<file path="src/rtl/big_core_pkg.sv">
// big_core_pkg
//   Shared definitions for the big_core end-of-test monitor:
//   - EBREAK / ECALL opcode constants
//   - t_eot_state : monitor FSM states (IDLE -> RUN -> DRAIN -> DONE)
//   - t_eot_cause : reason the test ended, as reported on EotCause
//   - stop_cause(): classifies a committing instruction as a stop opcode
package big_core_pkg;

  localparam logic [31:0] EBREAK_INSTR = 32'h00100073;
  localparam logic [31:0] ECALL_INSTR  = 32'h00000073;

  typedef enum logic [1:0] {
    EOT_IDLE  = 2'd0,
    EOT_RUN   = 2'd1,
    EOT_DRAIN = 2'd2,
    EOT_DONE  = 2'd3
  } t_eot_state;

  typedef enum logic [1:0] {
    EOT_CAUSE_NONE    = 2'd0,
    EOT_CAUSE_EBREAK  = 2'd1,
    EOT_CAUSE_ECALL   = 2'd2,
    EOT_CAUSE_TIMEOUT = 2'd3
  } t_eot_cause;

  // Returns EBREAK/ECALL cause for a stop opcode, NONE otherwise.
  // ECALL only counts as a stop when ecall_en is set.
  function automatic t_eot_cause stop_cause(input logic [31:0] instr,
                                            input logic        ecall_en);
    if (instr == EBREAK_INSTR) return EOT_CAUSE_EBREAK;
    if (ecall_en && (instr == ECALL_INSTR)) return EOT_CAUSE_ECALL;
    return EOT_CAUSE_NONE;
  endfunction

endpackage

</file>
<file path="src/rtl/eot_inst_delay.sv">
// eot_inst_delay
//   DEPTH-stage {valid, data} shift pipe that carries one hart's fetched
//   instruction from Q101H to the commit point.
// Ports:
//   clk_i    core clock
//   rst_i    synchronous active-high reset, clears every valid bit
//   valid_i  instruction valid entering stage 0
//   data_i   instruction entering stage 0
//   flush_i  drops every in-flight entry and the one entering this cycle
//   valid_o  valid at the last stage (commit)
//   data_o   instruction at the last stage (commit)

`ifndef RVC_DFF
`define RVC_DFF(q, d, clk) always_ff @(posedge clk) q <= d;
`endif

`ifndef RVC_RST_DFF
`define RVC_RST_DFF(q, d, clk, rst) always_ff @(posedge clk) if (rst) q <= '0; else q <= d;
`endif

module eot_inst_delay #(
  parameter int DEPTH = 2,
  parameter int W     = 32
) (
  input  logic         clk_i,
  input  logic         rst_i,
  input  logic         valid_i,
  input  logic [W-1:0] data_i,
  input  logic         flush_i,
  output logic         valid_o,
  output logic [W-1:0] data_o
);

  logic [DEPTH-1:0]        vld_q, vld_d;
  logic [DEPTH-1:0][W-1:0] dat_q, dat_d;

  // Only the valid bits are cleared by flush; stale data behind an
  // invalid bit is never looked at.
  always_comb begin
    vld_d    = '0;
    dat_d    = dat_q;
    vld_d[0] = valid_i & ~flush_i;
    dat_d[0] = data_i;
    for (int i = 1; i < DEPTH; i++) begin
      vld_d[i] = vld_q[i-1] & ~flush_i;
      dat_d[i] = dat_q[i-1];
    end
  end

  `RVC_RST_DFF(vld_q, vld_d, clk_i, rst_i)
  `RVC_DFF(dat_q, dat_d, clk_i)

  assign valid_o = vld_q[DEPTH-1];
  assign data_o  = dat_q[DEPTH-1];

endmodule

</file>
<file path="src/rtl/core_eot_monitor.sv">
// core_eot_monitor
//   End-of-test monitor for the big_core family. Each hart's fetched
//   instruction is delayed INST_DELAY cycles to its commit point, where
//   EBREAK (and optionally ECALL) stop that hart. The test ends when the
//   first hart stops (EOT_ALL=0) or all harts have stopped (EOT_ALL=1),
//   or when the cycle watchdog expires; a DRAIN_CYCLES window then
//   precedes the sticky EotDone.
// Ports:
//   Clk, Rst           clock, synchronous active-high reset
//   Enable             start the test (looked at only in IDLE)
//   InstValidQ101H     per-hart fetch valid
//   InstructionQ101H   per-hart instruction, hart h at [32h+31:32h]
//   FlushQ102H         per-hart flush of all in-flight entries
//   HartDone           sticky per-hart stopped flags
//   EotDone            sticky test-finished flag (state DONE)
//   EotCause           0 none, 1 ebreak, 2 ecall, 3 timeout
//   EotHartId          hart that ended the test (0 for timeout)
//   CycleCnt           cycles spent in RUN/DRAIN, saturating
//   RetireCnt          committed valid instructions across all harts
//   EotStateDbg        current FSM state (t_eot_state encoding)
module core_eot_monitor
  import big_core_pkg::*;
#(
  parameter int NUM_HARTS      = 1,
  parameter int INST_DELAY     = 2,
  parameter int TIMEOUT_CYCLES = 100000,
  parameter int CNT_W          = 32,
  parameter int DRAIN_CYCLES   = 4,
  parameter int EOT_ALL        = 0,
  parameter int ECALL_EN       = 0,
  localparam int HID_W         = (NUM_HARTS > 1) ? $clog2(NUM_HARTS) : 1
) (
  input  logic                    Clk,
  input  logic                    Rst,
  input  logic                    Enable,
  input  logic [NUM_HARTS-1:0]    InstValidQ101H,
  input  logic [NUM_HARTS*32-1:0] InstructionQ101H,
  input  logic [NUM_HARTS-1:0]    FlushQ102H,
  output logic [NUM_HARTS-1:0]    HartDone,
  output logic                    EotDone,
  output logic [1:0]              EotCause,
  output logic [HID_W-1:0]        EotHartId,
  output logic [CNT_W-1:0]        CycleCnt,
  output logic [CNT_W-1:0]        RetireCnt,
  output logic [1:0]              EotStateDbg
);

  localparam int DW         = (DRAIN_CYCLES > 1) ? $clog2(DRAIN_CYCLES) : 1;
  localparam int DRAIN_LAST = (DRAIN_CYCLES > 0) ? DRAIN_CYCLES - 1 : 0;

  // Commit-point view of every hart
  logic [NUM_HARTS-1:0]       cmt_vld;
  logic [NUM_HARTS-1:0][31:0] cmt_instr;

  for (genvar g = 0; g < NUM_HARTS; g++) begin : g_hart
    eot_inst_delay #(
      .DEPTH (INST_DELAY),
      .W     (32)
    ) u_dly (
      .clk_i   (Clk),
      .rst_i   (Rst),
      .valid_i (InstValidQ101H[g]),
      .data_i  (InstructionQ101H[32*g +: 32]),
      .flush_i (FlushQ102H[g]),
      .valid_o (cmt_vld[g]),
      .data_o  (cmt_instr[g])
    );
  end

  t_eot_state           state_q, state_d;
  logic [NUM_HARTS-1:0] hart_done_q, hart_done_d;
  logic [1:0]           cause_q, cause_d;
  logic [HID_W-1:0]     hid_q, hid_d;
  logic [CNT_W-1:0]     cyc_q, cyc_d;
  logic [CNT_W-1:0]     ret_q, ret_d;
  logic [DW-1:0]        drain_q, drain_d;

  logic                 active;
  logic [NUM_HARTS-1:0] stop_vec;
  logic                 stop_found;
  logic [HID_W-1:0]     stop_hid;
  t_eot_cause           stop_cse;
  t_eot_cause           hart_cse;
  logic                 term_stop;
  logic                 timeout;
  logic [CNT_W-1:0]     cyc_inc;

  // Commit check: commits are only observed while the test is live
  // (RUN or DRAIN); IDLE and DONE let the pipes shift unobserved.
  // The lowest-numbered stopping hart is reported when several stop
  // together.
  always_comb begin
    active     = (state_q == EOT_RUN) || (state_q == EOT_DRAIN);
    ret_d      = ret_q;
    stop_vec   = '0;
    stop_found = 1'b0;
    stop_hid   = '0;
    stop_cse   = EOT_CAUSE_NONE;
    hart_cse   = EOT_CAUSE_NONE;
    for (int h = 0; h < NUM_HARTS; h++) begin
      hart_cse = stop_cause(cmt_instr[h], ECALL_EN != 0);
      if (active && cmt_vld[h] && !hart_done_q[h]) begin
        ret_d = ret_d + CNT_W'(1);
        if (hart_cse != EOT_CAUSE_NONE) begin
          stop_vec[h] = 1'b1;
          if (!stop_found) begin
            stop_found = 1'b1;
            stop_hid   = HID_W'(h);
            stop_cse   = hart_cse;
          end
        end
      end
    end
    hart_done_d = hart_done_q | stop_vec;
  end

  // In ALL mode the hart stopping this cycle counts towards "all done",
  // so the last hart to stop is the one reported.
  assign term_stop = (EOT_ALL != 0) ? (&hart_done_d) : (|stop_vec);
  assign timeout   = (cyc_q == CNT_W'(TIMEOUT_CYCLES - 1));
  assign cyc_inc   = (&cyc_q) ? cyc_q : cyc_q + CNT_W'(1);

  // Next-state logic; a stop beats a timeout landing on the same cycle.
  always_comb begin
    state_d = state_q;
    cause_d = cause_q;
    hid_d   = hid_q;
    cyc_d   = cyc_q;
    drain_d = drain_q;
    unique case (state_q)
      EOT_IDLE: begin
        if (Enable) state_d = EOT_RUN;
      end
      EOT_RUN: begin
        cyc_d = cyc_inc;
        if (term_stop || timeout) begin
          cause_d = term_stop ? stop_cse : EOT_CAUSE_TIMEOUT;
          hid_d   = term_stop ? stop_hid : '0;
          drain_d = '0;
          state_d = (DRAIN_CYCLES == 0) ? EOT_DONE : EOT_DRAIN;
        end
      end
      EOT_DRAIN: begin
        cyc_d = cyc_inc;
        if (drain_q == DW'(DRAIN_LAST)) begin
          state_d = EOT_DONE;
        end else begin
          drain_d = drain_q + DW'(1);
        end
      end
      EOT_DONE: begin
        state_d = EOT_DONE;
      end
      default: state_d = EOT_IDLE;
    endcase
  end

  always_ff @(posedge Clk) begin
    if (Rst) begin
      state_q     <= EOT_IDLE;
      hart_done_q <= '0;
      cause_q     <= '0;
      hid_q       <= '0;
      cyc_q       <= '0;
      ret_q       <= '0;
      drain_q     <= '0;
    end else begin
      state_q     <= state_d;
      hart_done_q <= hart_done_d;
      cause_q     <= cause_d;
      hid_q       <= hid_d;
      cyc_q       <= cyc_d;
      ret_q       <= ret_d;
      drain_q     <= drain_d;
    end
  end

  assign HartDone    = hart_done_q;
  assign EotDone     = (state_q == EOT_DONE);
  assign EotCause    = cause_q;
  assign EotHartId   = hid_q;
  assign CycleCnt    = cyc_q;
  assign RetireCnt   = ret_q;
  assign EotStateDbg = state_q;

endmodule

</file>
<file path="config.mk">
export PLATFORM = sky130hd
export DESIGN_NAME = core_eot_monitor
export DESIGN_NICKNAME = d
export VERILOG_FILES = /design/src/rtl/big_core_pkg.sv /design/src/rtl/eot_inst_delay.sv /design/src/rtl/core_eot_monitor.sv
export SDC_FILE = /design/constraint.sdc
export NUM_CORES = 1
export LEC_CHECK = 0
export ABC_AREA = 1
export CORE_MARGIN = 1.5
export CORE_UTILIZATION = 52
export DETAILED_ROUTE_END_ITERATION = 10
export PLACE_DENSITY_LB_ADDON = 0.08
export SLEW_MARGIN = 20
export SYNTH_ARGS = -nofsm -noshare
export SYNTH_HDL_FRONTEND = slang
export SYNTH_SLANG_ARGS = --single-unit
</file>
<file path="constraint.sdc">
create_clock -name Clk -period 2.3 [get_ports Clk]
set_clock_uncertainty 0.05 [all_clocks]
set_input_delay 0.23 -clock Clk [delete_from_list [all_inputs] [get_ports Clk]]
set_output_delay 0.23 -clock Clk [all_outputs]
set_load 0.02 [all_outputs]
</file>
# Word-level counts from Yosys, hierarchy flattened

Cells that the tools add are included.

Bits in registers: 137
Input port bits: 37
Output and inout bits: 71
Logic and storage cells: 56

$add $sub $neg: 3
Equal/unequal tests: 10
Mux-type cells: 15
Bitwise gates (word level): 5
Reductions and logical operators: 14

Operators with widths:

| operator                                               | count |
|---|---|
| adder 32 x 1 -> 32 bit (second input constant)         | 2 |
| equality test 32 x 17 -> 1 bit (second input constant) | 1 |
| equality test 32 x 21 -> 1 bit (second input constant) | 1 |
| AND reduction 32 bit                                   | 1 |
| 2-to-1 mux 2 bit                                       | 10 |
| case mux 2 bit (4 select lines)                        | 1 |
| equality test 2 bit (second input constant)            | 3 |
| AND reduction 3 bit                                    | 2 |
| inequality test 2 x 1 -> 1 bit (second input constant) | 2 |
| inequality test 2 bit (second input constant)          | 2 |
| case mux 2 bit (2 select lines)                        | 1 |
| AND reduction 2 bit                                    | 2 |
| nonzero test 2 bit                                     | 2 |
| 2-to-1 mux 1 bit                                       | 3 |
| adder 2 x 1 -> 2 bit (second input constant)           | 1 |
| AND 1 bit                                              | 2 |
| equality test 2 x 1 -> 1 bit (second input constant)   | 1 |
| logical AND 1 bit                                      | 2 |
| zero test 2 bit                                        | 1 |
| logical OR 1 bit                                       | 2 |
| inverter 1 bit                                         | 2 |
| OR reduction 2 bit                                     | 1 |
| zero test 1 bit                                        | 1 |
| bitwise OR 1 bit                                       | 1 |

# Depth between registers and ports, before layout

Depth in word-level cells: 9
Mapped depth: 12
Mapped depth without buffers: 12

# Cells and area by module

A second synthesis with hierarchy kept.

Cell total of the unflattened synthesis: 764
Area total of the unflattened synthesis: 5652.9 sq um

By module, submodules not included:

| module           | times used | cells an instance | area each (sq um) | seq. area each (sq um) |
|---|---|---|---|---|
| core_eot_monitor | 1          | 693               | 4312.9            | 1421.4 |
| eot_inst_delay   | 1          | 71                | 1340.0            | 1321.3 |

# Worst setup path after synthesis

OpenSTA, ideal clock, no wires.

Path kind: reg-to-reg
Start: reg state_q[0] (netlist: EotStateDbg[0])
End: reg ret_q[20] (netlist: RetireCnt[20])
Library setup time: 0.117 ns
Data arrival time: 1.933 ns
Required time: 2.133 ns
Path slack: 0.200 ns
Cell stages (with the launch flop): 10
Period minus slack after synthesis: 2.100 ns
Cells stage by stage: dfxtp_1 inv_1 ha_1 nand3_2 nor2_2 nand4_1 nor2_1 nand2_1 o21ai_0 nor2_1

Word-level cells in the longest chain between the ends: 4
Elaborated cells on any way between the ends: 5

RTL lines:

| element                                                                    | RTL line                | source |
|---|---|---|
| from (decl)                                                                | core_eot_monitor.sv:70  | `t_eot_state state_q, state_d;` |
| from (signal assigned)                                                     | core_eot_monitor.sv:168 | `state_q <= state_d;` |
| equality test 2 x 1 -> 1 bit / equality test 2 bit (equally long branches) | core_eot_monitor.sv:93  | `active = (state_q == EOT_RUN) \|\| (state_q == EOT_DRAIN);` |
| logical OR 1 bit *                                                         | core_eot_monitor.sv:93  |  |
| logical AND 1 bit * (2 in series)                                          | core_eot_monitor.sv:102 | `if (active && cmt_vld[h] && !hart_done_q[h]) begin` |
| to (signal assigned)                                                       | core_eot_monitor.sv:173 | `ret_q <= ret_d;` |
| to (decl)                                                                  | core_eot_monitor.sv:75  | `logic [CNT_W-1:0] ret_q, ret_d;` |

Every way passes the cells marked *; elsewhere a longest branch is shown, timed or not.
A chain may end at the register's enable or synchronous reset.

# Worst setup path in the final report

Start: reg state_q[1] (netlist: EotStateDbg[1])
End: reg ret_q[20] (netlist: RetireCnt[20])

Same word-level chain as after synthesis.

==> flow_metrics.tcl <==
set metrics [dict create \
    syn-instance-count 831 \
    end_kind "flip-flop" \
    cts_sinks 137 \
    tritoncts "built" \
    cts_made_buffers 17 \
    cpPeakStageDelay_ns 0.38 \
    synth_cell_types 37 \
    clockBufferDepth 2 \
    status "finished clean" \
    firstDrtPassIters 5 \
    ant_nets 0 \
    hpwlAfterDp_um 11300 \
    synth-seq-area-share_pct 46.8 \
    core_um2 10900 \
    p_total_w 0.00622 \
    clock_latency_ns 0.55 \
    rsz0062_at_grt "true" \
    grt_first_pass_wirelength_um 25500 \
    placedInstanceArea_um2 7130 \
    slowest_stage "dfxtp_1" \
    worstSetupPathType "flip-flop to flip-flop" \
    crit_required_ns 2.68 \
    vias 5809 \
    postCtsSetupBuffers 0 \
    max-cap-violations 0 \
    avgSynthCellArea_um2 7.05 \
    drc 0 \
    path_cells "inv_1 > ha_1 > nand3_2 > nor2_2 > nand4_1 > nor2_4 > nand2_1 > o21ai_0 > nor2_1" \
    ir_worst_vdd_mv 0.734 \
    grt_antenna_before_repair 0 \
    switching_share_pct 28.8 \
    syn-cell-area_um2 5860 \
    postCtsHoldBufs 0 \
    cp.arrival_ns 2.52 \
    wire_per_inst_um 14.3 \
    nFillCells 894 \
    synth-warning-count 0 \
    rows 38 \
    die-area_um2 11900 \
    max_freq_ghz 0.467 \
    slew_violations 0 \
    grt_pass1_vias 5387 \
    crit_path_start_kind "flip-flop" \
    area_growth_syn_to_layout_pct 31.7 \
    fin_nets 999 \
    start_util_pct 53.8 \
    power_leakage_nw 2.93 \
    cts_root_buf "clkbuf_8" \
    antenna_cells 0 \
    path_max_fanout 5 \
    fp.dieW_um 109 \
    grt_usage_pct 28.2 \
    ys_ff_latch 137 \
    syn-num-nets 877 \
    hold_viol 0 \
    final_cell_mix "nand2_1, nor2_1, dfxtp_1, clkdlybuf4s50_1, inv_1" \
    setup_viol 0 \
    place_congestion 0.919 \
    final_layout_size_suffix_gt1_share_pct 6.54 \
    path_clk_slew_ns 0.06 \
    grt_overflow 0 \
    io_pins 108 \
    p_per_area_nw_per_um2 806 \
    power.internal_w 0.00443 \
    p_sw_w 0.00179 \
    hp-class "primary input to flip-flop" \
    grt_max_degree 33 \
    layout_min_cycle_time_ns 2.14 \
    p_seq_share_pct 40.9 \
    drtIter0Drc 597 \
    drt-total-wl_um 15800 \
    die_y_um 109 \
    final_area_um2 7710 \
    p_clk_share_pct 42.7 \
    h-tree-depth 4 \
    finalCritPeriodShare_pct 93.1 \
    finalSetupTns_ns 0 \
    io_buffers 106 \
    combPwrFrac_pct 16.4 \
    final_common_cell "nand2_1" \
    avgViaCountPerCell 5.26 \
]
## per-stage QoR
stage / setup slack (ns) / utilization (%) / hold slack, ns / cells
finish: 0.160 / 70.8 / 0.0769 / 1104
global route: -0.0164 / 70.8 / 0.0568 / 1104
CTS: 0.142 / 70.7 / 0.0580 / 1104
detailed placement: 0.203 / 65.5 / 0.262 / 1074
global placement: 0.309 / 65.5 / 0.261 / 1074
floorplan: 0.200 / - / 0.208 / 831
## cells in the mapped netlist, drive strengths merged
master	instances	area, um2
nand2	240	911
nor2	151	582
dfxtp	137	2740
inv	90	340
a21oi	40	200
nor3	37	200
nand3	35	185
o21ai	24	120
nand4	22	138
buf	11	76.3
ha	9	113
xor2	9	78.8
clkbuf	7	26.3
nand3b	4	30.0
a211oi	3	27.5
a31oi	2	12.5
nor3b	2	15.0
a21boi	1	7.51
a21o	1	7.51
and3	1	6.26
conb	1	3.75
o21bai	1	7.51
o221a	1	11.3
o22ai	1	6.26
xnor2	1	8.76
## layer usage
metal | global-route usage, % | share of wire [%]
met5 | 0 | 0
met4 | 10.5 | 2.0
met3 | 7.41 | 7.3
met2 | 45.0 | 47
met1 | 36.4 | 44
## final timing paths
path,start,slack [ns],cells after the start,end
worst max register to register,EotStateDbg[1],0.16,9,RetireCnt[20]
worst min register to register,g_hart[0].u_dly.dat_d[59],0.28,0,g_hart[0].u_dly.data_o[27]
worst min-delay path,InstructionQ101H[8],0.08,1,g_hart[0].u_dly.dat_d[40]
worst max-delay path,EotStateDbg[1],0.16,9,RetireCnt[20]
## logic make-up (layout without fill, tap and decap cells)
logic type / Yosys count / after routing / share of synthesized area [%]
buf+inv: 108 / 241 / 7.56
xor+xnor: 10 / 10 / 1.50
compound gates: 74 / 74 / 6.84
simple gates: 492 / 492 / 35.3
fa+ha+maj: 9 / 9 / 1.92
flops: 137 / 137 / 46.8
other cells: 1 / 1 / 0.0640
## repair_timing
item / 4_1_cts / 5_1_grt
hold endpoints to repair: 0 / 0
gates resized for setup: 0 / 4
setup endpoints to repair: 0 / 6
## flip-flops by register name (all words and copies together) (netlist names)
signal               cells
EotCause                 2
EotStateDbg              2
g_hart.u_dly.data_o     32
g_hart.u_dly.dat_d      32
CycleCnt                32
drain_q                  2
g_hart.u_dly.vld_q       2
HartDone                 1
RetireCnt               32
## final cells by class
| class | instances | area [um2] | area share [%] |
|---|---|---|---|
| repair buffers | 121 | 1200 | 15.5 |
| flip-flops and latches | 137 | 2740 | 35.6 |
| clock inverters | 12 | 141 | 1.83 |
| clock buffers | 18 | 428 | 5.55 |
| multi-input cells | 586 | 2690 | 34.8 |
| inverters | 90 | 340 | 4.41 |
| well taps | 140 | 175 | 2.27 |
## power groups by stage
stage | registers [W] | clock network (W) | logic (W)
floorplan | 0.00262 | 0 | 0.000644
global route | 0.00255 | 0.00281 | 0.00112
CTS | 0.00254 | 0.00268 | 0.00102
global placement | 0.00258 | 0 | 0.000969
detailed placement | 0.00259 | 0 | 0.00101
finish | 0.00254 | 0.00266 | 0.00102
## critical path, delay by kind of cell, from the launching register on
kind,cells,cell delay (ns)
flops,1,0.38
buf+inv,1,0.12
compound gates,1,0.16
simple gates,6,0.98
fa+ha+maj,1,0.34
No activity file was read; power rests on OpenSTA's default activity.
